### src/rtl/regfile_pkg.sv
`default_nettype none
// +-----------------------------------------------------------------------+
// | regfile_pkg : shared width helpers and popcount for regfile_z_nr1w_sb  |
// | Rev 1.0                                                               |
// +-----------------------------------------------------------------------+
package regfile_pkg;

   // Widest busy vector popcount accepts; callers zero-extend into it.
   localparam int MAX_NREGS = 1024;

   function automatic int addr_width(input int nregs);
      return (nregs > 1) ? $clog2(nregs) : 1;
   endfunction

   function automatic int count_width(input int nregs);
      return $clog2(nregs + 1);
   endfunction

   function automatic int popcount(input logic [MAX_NREGS-1:0] v);
      int n;
      n = 0;
      for (int i = 0; i < MAX_NREGS; i++) begin
         n += int'(v[i]);
      end
      return n;
   endfunction

endpackage
`default_nettype wire

### src/rtl/regfile_scoreboard.sv
`default_nettype none
// +-----------------------------------------------------------------------+
// | regfile_scoreboard : busy-bit array with set-over-clear and count      |
// | Rev 1.0                                                               |
// +-----------------------------------------------------------------------+
module regfile_scoreboard
   import regfile_pkg::*;
#(
   parameter int NREGS = 32,
   localparam int AW = addr_width(NREGS),
   localparam int CW = count_width(NREGS)
) (
   input  logic             clk,
   input  logic             rst_n,
   input  logic             clr_en_i,
   input  logic [AW-1:0]    clr_addr_i,
   input  logic             set_en_i,
   input  logic [AW-1:0]    set_addr_i,
   output logic [NREGS-1:0] busy_o,
   output logic [CW-1:0]    busy_count_o
);

   logic [NREGS-1:0]     busy_q, busy_d;
   logic [CW-1:0]        count_q, count_d;
   logic [MAX_NREGS-1:0] busy_ext;

   // Set is applied after clear so a new producer issued behind a retiring one wins.
   always_comb begin
      busy_d = busy_q;
      if (clr_en_i && (clr_addr_i != '0)) busy_d[clr_addr_i] = 1'b0;
      if (set_en_i && (set_addr_i != '0)) busy_d[set_addr_i] = 1'b1;
      busy_d[0] = 1'b0;
   end

   always_comb begin
      busy_ext = '0;
      busy_ext[NREGS-1:0] = busy_d;
      count_d = CW'(popcount(busy_ext));
   end

   always_ff @(posedge clk or negedge rst_n) begin
      if (!rst_n) begin
         busy_q  <= '0;
         count_q <= '0;
      end else begin
         busy_q  <= busy_d;
         count_q <= count_d;
      end
   end

   assign busy_o       = busy_q;
   assign busy_count_o = count_q;

endmodule
`default_nettype wire

### src/rtl/regfile_z_nr1w_sb.sv
`default_nettype none
// +-----------------------------------------------------------------------+
// | regfile_z_nr1w_sb : zero-entry register file, NRD reads, 1 write,      |
// |                     busy-bit scoreboard and optional write bypass      |
// | Rev 1.0                                                               |
// +-----------------------------------------------------------------------+
module regfile_z_nr1w_sb
   import regfile_pkg::*;
#(
   parameter int NREGS  = 32,
   parameter int W      = 32,
   parameter int NRD    = 2,
   parameter int BYPASS = 0,
   localparam int AW = addr_width(NREGS),
   localparam int CW = count_width(NREGS)
) (
   input  logic              clk,
   input  logic              rst_n,
   input  logic              wen_i,
   input  logic [AW-1:0]     waddr_i,
   input  logic [W-1:0]      wdata_i,
   input  logic [NRD*AW-1:0] raddr_i,
   output logic [NRD*W-1:0]  rdata_o,
   output logic [NRD-1:0]    rbusy_o,
   input  logic              sb_set_i,
   input  logic [AW-1:0]     sb_addr_i,
   output logic [CW-1:0]     busy_count_o
);

   logic [W-1:0]     mem_q [1:NREGS-1];
   logic [NREGS-1:0] busy;

   always_ff @(posedge clk or negedge rst_n) begin
      if (!rst_n) begin
         for (int e = 1; e < NREGS; e++) mem_q[e] <= '0;
      end else if (wen_i && (waddr_i != '0)) begin
         mem_q[waddr_i] <= wdata_i;
      end
   end

   regfile_scoreboard #(.NREGS(NREGS)) u_sb (
      .clk          (clk),
      .rst_n        (rst_n),
      .clr_en_i     (wen_i),
      .clr_addr_i   (waddr_i),
      .set_en_i     (sb_set_i),
      .set_addr_i   (sb_addr_i),
      .busy_o       (busy),
      .busy_count_o (busy_count_o)
   );

   for (genvar i = 0; i < NRD; i++) begin : g_rd
      logic [AW-1:0] ra;
      logic          hit;
      assign ra  = raddr_i[i*AW +: AW];
      // Bypass is suppressed in reset so outputs read zero while rst_n is low.
      assign hit = (BYPASS != 0) && rst_n && wen_i && (waddr_i == ra) && (ra != '0);
      assign rdata_o[i*W +: W] = (ra == '0) ? '0 : (hit ? wdata_i : mem_q[ra]);
      assign rbusy_o[i]        = busy[ra] & ~hit;
   end

endmodule
`default_nettype wire
### config.mk
export PLATFORM = sky130hd
export DESIGN_NAME = regfile_z_nr1w_sb
export DESIGN_NICKNAME = d
export VERILOG_FILES = /design/src/rtl/regfile_pkg.sv /design/src/rtl/regfile_scoreboard.sv /design/src/rtl/regfile_z_nr1w_sb.sv
export SDC_FILE = /design/constraint.sdc
export NUM_CORES = 2
export LEC_CHECK = 0
export CORE_MARGIN = 8
export CORE_UTILIZATION = 35
export DETAILED_ROUTE_END_ITERATION = 8
export MAX_ROUTING_LAYER = met4
export PLACE_DENSITY = 0.55
export SLEW_MARGIN = 40
export SYNTH_ARGS = -nofsm -noshare
export SYNTH_HDL_FRONTEND = slang
export SYNTH_SLANG_ARGS = --single-unit
### constraint.sdc
create_clock -name clk -period 5.95 [get_ports clk]
set_input_delay 1.19 -clock clk [delete_from_list [all_inputs] [get_ports clk]]
set_output_delay 1.19 -clock clk [all_outputs]
set_load 0.02 [all_outputs]
; Yosys cells after proc, flatten, opt, wreduce, memory -nomap -nowiden
; Index checks and enable logic that the tools add are counted.
[totals]
reg_bits = 1029
latch_bits = 0
ram_bits = 0
rom_bits = 0
in_bits = 56
out_inout_bits = 72
elab_cells = 109
n_memories = 0
[classes]
n_addsub = 30
multipliers = 0
div = 0
n_lt_le_gt_ge = 10
n_eq_ne = 0
n_shift = 0
n_mux = 21
n_bitwise = 6
reduce_logical = 9
[op_table]
columns = op, count
row1 = bitwise mux 992 bit, 1
row2 = binary-select mux 32 bit (select 5 bit), 2
row3 = 2-to-1 mux 32 bit, 9
row4 = adder 6 x 2 -> 6 bit, 29
row5 = demux 32 bit (select 5 bit), 1
row6 = bitwise AND 32 bit, 1
row7 = inverter 32 bit, 1
row8 = bitwise OR 32 bit, 1
row9 = less-than comparator 5 x 6 -> 1 bit (second input constant), 4
row10 = >= comparator 6 bit (second input constant), 3
row11 = inverter 5 -> 6 bit, 3
row12 = binary-select mux 1 bit (select 5 bit), 2
row13 = demux 1 bit (select 5 bit), 2
row14 = >= comparator 5 x 1 -> 1 bit (second input constant), 2
row15 = zero test 5 bit, 2
row16 = nonzero test 5 bit, 2
row17 = less-than comparator 6 x 1 -> 1 bit (second input constant), 1
row18 = logical AND 1 bit, 5
row19 = 2-to-1 mux 1 bit, 4
row20 = adder 1 x 1 -> 2 bit, 1

; Logic depth before layout (Yosys ltp)
[depth]
word_depth = 39
depth_mapped = 21

; Hierarchy
; Synthesis repeated with hierarchy kept, for this count alone.
[hier_totals]
hier_cells = 4014
area_unflattened_um2 = 56230.2
[modules_own_cells]
columns = mod, instances, cells_per_inst, area_per_inst_um2, seq_area_each_um2
row1 = regfile_z_nr1w_sb, 1, 3788, 53805.4, 24823.8
row2 = regfile_scoreboard, 1, 226, 2424.8, 925.9

; Least setup slack after synthesis
; Ideal clock, no wire load.
[synth_timing]
kind = input to register
startpoint = input port waddr_i[3]
endpoint = register u_sb.count_q[4] (netlist: u_sb.busy_count_o[4])
setup_ns = 0.080
arrival_time_ns = 6.860
required_time_ns = 5.870
slack_ns = -0.990
stages = 19
path_buffers = 2
cell_sequence = buf_2 > nor3_1 > nand2_1 > clkbuf_1 > a22o_1 > ha_1 > fa_1 > fa_1 > fa_1 > fa_1 > inv_1 > fa_1 > fa_1 > inv_1 > ha_1 > fa_1 > a21o_1 > a21oi_1 > xnor2_1
[synth_via]
elab_chain_len = 39
[synth_lines]
columns = element, line
row1 = "start, declared", regfile_z_nr1w_sb.sv:20  ; input logic [AW-1:0] waddr_i,
row2 = less-than comparator 5 x 6 -> 1 bit (implied by the code) / >= comparator 5 x 1 -> 1 bit (equally long branches), regfile_scoreboard.sv:30  ; if (clr_en_i && (clr_addr_i != '0)) busy_d[clr_addr_i] = 1'b0;
row3 = logical AND 1 bit (implied by the code), regfile_scoreboard.sv:30
row4 = 2-to-1 mux 1 bit (implied by the code), regfile_scoreboard.sv:30
row5 = demux 1 bit (select 5 bit), n/a
row6 = inverter 32 bit (no line), n/a
row7 = bitwise AND 32 bit (no line), n/a
row8 = 2-to-1 mux 32 bit (*), regfile_scoreboard.sv:30
row9 = bitwise OR 32 bit (no line), n/a
row10 = 2-to-1 mux 32 bit (*), regfile_scoreboard.sv:31  ; if (set_en_i && (set_addr_i != '0)) busy_d[set_addr_i] = 1'b1;
row11 = named net u_sb.busy_d[2], regfile_scoreboard.sv:23  ; logic [NREGS-1:0] busy_q, busy_d;
row12 = adder 1 x 1 -> 2 bit (*), regfile_pkg.sv:23  ; n += int'(v[i]);
row13 = adder 6 x 2 -> 6 bit (*) (29 in series), regfile_pkg.sv:23
row14 = named net u_sb.count_d[4], regfile_scoreboard.sv:24  ; logic [CW-1:0] count_q, count_d;
row15 = "end signal, assigned", regfile_scoreboard.sv:47  ; count_q <= count_d;
row16 = "end, declared", regfile_scoreboard.sv:24
; The timed path passes the listed nets; every way through them passes the cells marked *.
; A chain may end at the register's enable or synchronous reset.

; Final worst setup path
[layout_timing]
startpoint = input port waddr_i[2]
endpoint = register u_sb.count_q[2] (netlist: u_sb.busy_count_o[2])
[layout_lines]
columns = element, line
row1 = less-than comparator 5 x 6 -> 1 bit (implied by the code) / >= comparator 5 x 1 -> 1 bit (equally long branches), regfile_scoreboard.sv:30
row2 = logical AND 1 bit (implied by the code), regfile_scoreboard.sv:30
row3 = 2-to-1 mux 1 bit (implied by the code), regfile_scoreboard.sv:30
row4 = demux 1 bit (select 5 bit), n/a
row5 = inverter 32 bit (no line), n/a
row6 = bitwise AND 32 bit (no line), n/a
row7 = 2-to-1 mux 32 bit (*), regfile_scoreboard.sv:30
row8 = bitwise OR 32 bit (no line), n/a
row9 = 2-to-1 mux 32 bit (*), regfile_scoreboard.sv:31
row10 = named net u_sb.busy_d[5], regfile_scoreboard.sv:23
row11 = adder 6 x 2 -> 6 bit (*) (27 in series), regfile_pkg.sv:23
row12 = named net u_sb.count_d[2], regfile_scoreboard.sv:24
; Marked as above.

==> flow_summary.yaml <==
run_status:
  outcome: "complete, no violations"
clock_tree:
  holdBufCountCts: 0
  cts_tree: "done"
  h-tree-depth: 3
  clkLatencyLatePin_ns: 0.71
  clk_pin_slew_worst_paths_ns: 0.06
  clk_path_buf_depth: 3
  cts_sinks: 1029
  cts_buffers: 113
  ctsRootBufferMaster: "clkbuf_16"
sta:
  min_period_over_period_pct: 98.0
  hold_viol_final: 0
  fmax_mhz: 171
  setup_viol: 0
  final.setup_skew_ns: 0.0107
  tightest_slew_ns: 0.918
  relSlewSlack_pct: 38.8
  period_needed_ns: 5.83
  finalMaxSlewViolations: 0
  rsz0062_at_grt: "no"
  hold_slack_ns: 0.324
pwr:
  leakage_nw: 27.9
  power_density_nw_per_um2: 379
  peakVddDrop_mv: 0.667
yosys:
  synth.yosys.seq_area_share_pct: 46.3
  synth_cell_type_count: 52
  syn_nets: 3921
  postSynthAreaPerCell_um2: 14.5
  synth_area_um2: 55600
  yosys.area.top_type_share_pct: 46.3
  synth.largest_area_cell: "dfrtp_1"
  synth_edf_count: 0
  synth-seq-cells: 1029
  synth_ff_type: "dfrtp_1"
  yosysWarnings: 0
  synthCells: 3833
  synth.area.top_cells: "dfrtp_1, mux2_2, mux4_2"
  async_reset_ff_share_pct: 100
final_layout:
  nets: 4007
  fillers: 14600
  syn2layout_area_growth_pct: 15.6
  drive_above_1_share_pct: 52.0
  fin_area_um2: 64200
critical_path:
  r2r_slack_ns: 0.84
  crit_top_cell: "fa_1"
  worstPathArrival_ns: 6.44
  crit_required_ns: 6.55
  r2r_end: "u_sb.busy_count_o[2]$_DFF_PN0_"
  cpMaxStageDelayCell: "fa_1"
  cp_max_fo: 5
  r2r_cells: 15
  endpoint_kind: "flip-flop"
  r2r_start: "u_sb.busy_o[1]$_DFF_PN0_"
  crit_chain: "clkbuf_2 -> buf_12 -> buf_4 -> buf_4 -> nor3b_4 -> buf_4 -> nand2_4 -> a22o_4 -> fa_1 -> fa_1 -> fa_1 -> fa_1 -> inv_1 -> fa_1 -> fa_1 -> inv_1 -> ha_2 -> fa_2 -> buf_4 -> buf_4 -> xor2_1"
  cpPeakStageDelay_ns: 0.55
  crit_type: "in2reg"
  startpoint_type: "input pin"
floorplanning:
  initial_core_util_pct: 35.2
  io_pins: 128
  chipWidth_um: 414
  core-area_um2: 158000
  die_y_um: 414
  rows: 146
  die-area_um2: 172000
routing:
  viasPerCell: 5.99
  wl_per_cell_um: 31.5
  drc: 0
  drt_iter0_markers: 2846
  wirelength_um: 192000
  drt_first_pass_iters: 7
  routed-via-count: 36500
  antenna_left: 0
global_routing:
  track_usage_pct: 22.6
  first_global_vias: 38200
  grt_pass1_wl_um: 282000
  antenna_found_initial: 10
  grt_max_degree: 131
  grt_remaining_overflow: 0
place:
  portBuffers: 127
  dp_hpwl_um: 113000
  placed_cell_area_um2: 60100
  gp_congestion: 0.839
worst_hold_path:
  hold_path.class: "in2async"
flow_run:
  cap_violations: 0
==> worst max path at each step <==
| stage | start | end | slack [ns] | depth (start not counted) |
|---|---|---|---|---|
| 3_3_place_gp | waddr_i[2] | u_sb.busy_count_o[4]$_DFF_PN0_ | -0.77 | 19 |
| 5_1_grt | waddr_i[2] | u_sb.busy_count_o[4]$_DFF_PN0_ | 0.01 | 21 |
| 6_report | waddr_i[2] | u_sb.busy_count_o[2]$_DFF_PN0_ | 0.12 | 21 |
| 3_5_place_dp | waddr_i[2] | u_sb.busy_count_o[4]$_DFF_PN0_ | -0.77 | 19 |
| 4_1_cts | sb_addr_i[3] | u_sb.busy_count_o[4]$_DFF_PN0_ | 0.01 | 17 |
| 2_1_floorplan | waddr_i[3] | u_sb.busy_count_o[4]$_DFF_PN0_ | -0.18 | 19 |
==> critical path: cells and delay by family <==
kind / cells / cell delay, ns
buffers and inverters: 9 / 1.00
XOR/XNOR: 1 / 0.13
adder cells (fa/ha/maj): 8 / 3.57
AND/OR/NAND/NOR: 2 / 0.33
AO/OA/AOI/OAI: 1 / 0.23
==> synthesized netlist by cell type (30+ instances only) <==
library cell and count:
buf_2 115, buf_1 38, a221oi_1 41, nand2_1 221
buf_4 30, mux2_2 1038, mux2i_1 102, dfrtp_1 1029
mux4_2 454, nor2_1 74, clkbuf_1 212, o22ai_1 60
nor3_1 32, inv_1 31
==> metrics by stage <==
| stage | setup TNS (ns) | setup slack, ns | std cells | power (W) | utilization, % |
|---|---|---|---|---|---|
| after floorplan | -0.237 | -0.181 | 3833 | 0.0146 | - |
| after global placement | -3.40 | -0.771 | 5855 | 0.0170 | 38.0 |
| after detailed placement | -3.35 | -0.767 | 5856 | 0.0171 | 38.0 |
| after CTS | 0 | 0.00996 | 6076 | 0.0246 | 40.5 |
| after global routing | 0 | 0.00986 | 6093 | 0.0258 | 40.6 |
| final | 0 | 0.116 | 6094 | 0.0244 | 40.6 |
==> layout by cell type (no fill, tap or decap), types with 16 or more instances in the layout <==
master,synthesis,layout
mux2_2,1038,1038
dfrtp_1,1029,1029
mux4_2,454,454
buf_4,30,212
nand2_1,221,198
clkbuf_16,0,117
mux2i_1,102,102
o22ai_1,60,60
nor2_1,74,57
buf_12,0,44
a221oi_1,41,41
clkdlybuf4s50_1,0,38
buf_2,115,35
clkbuf_1,212,32
clkbuf_8,0,31
nor3_1,32,30
inv_1,31,29
a22o_1,27,26
a21oi_1,27,25
o21ai_0,24,24
a31oi_1,23,23
fa_1,23,22
o31a_1,21,21
buf_6,4,19
clkinv_2,0,18
o221ai_1,16,16
nand2_4,0,16
==> routing by layer <==
layer | vias to the layer above | routed length (um) | global-route usage (%)
met5 | - | 0 | -
met4 | 0 | 8010 | 8.69
met3 | 381 | 10400 | 3.18
met2 | 1248 | 94000 | 36.6
met1 | 20000 | 79700 | 28.8
li1 | 14900 | - | -
==> registers in the layout, summed over array words and instances (netlist names) <==
name / flops
u_sb.busy_count_o: 6
mem_q: 992
u_sb.busy_o: 31
==> what timing repair did <==
item	4_1_cts	5_1_grt
setup buffers	9	10
setup endpoints to repair	1	4
cloned	0	1
pin swaps	12	22
gates resized for setup	16	27
==> cells by family (layout without fill, tap and decap cells) <==
family                   after synthesis  in the layout  synth area share, %
AND/OR/NAND/NOR                      385            385                 2.97
multiplexers                        1599           1599                 41.4
flip-flops                          1029           1029                 46.3
buffers and inverters                433            615                 3.44
adder cells (fa/ha/maj)               32             32                 1.03
XOR/XNOR                               3              3               0.0473
other                                  0              7                    0
AO/OA/AOI/OAI                        352            352                 4.79
==> report_power, final <==
group          switching (W)  internal (W)
registers           0.000996       0.00845
logic                0.00331       0.00432
clock network        0.00302       0.00427
total                0.00733        0.0170
==> layout make-up <==
cell class                      instances  area, um^2  area share (%)
Clock inverter                         32         392           0.610
Multi-Input combinational cell       2371       28300            44.1
Antenna cell                            7        17.5          0.0273
Tap cell                             2072        2590            4.04
Timing Repair Buffer                  370        3560            5.54
Clock buffer                          179        3450            5.37
Inverter                               34         134           0.208
Sequential cell                      1029       25700            40.1
Power figures use the tool's default switching activity.
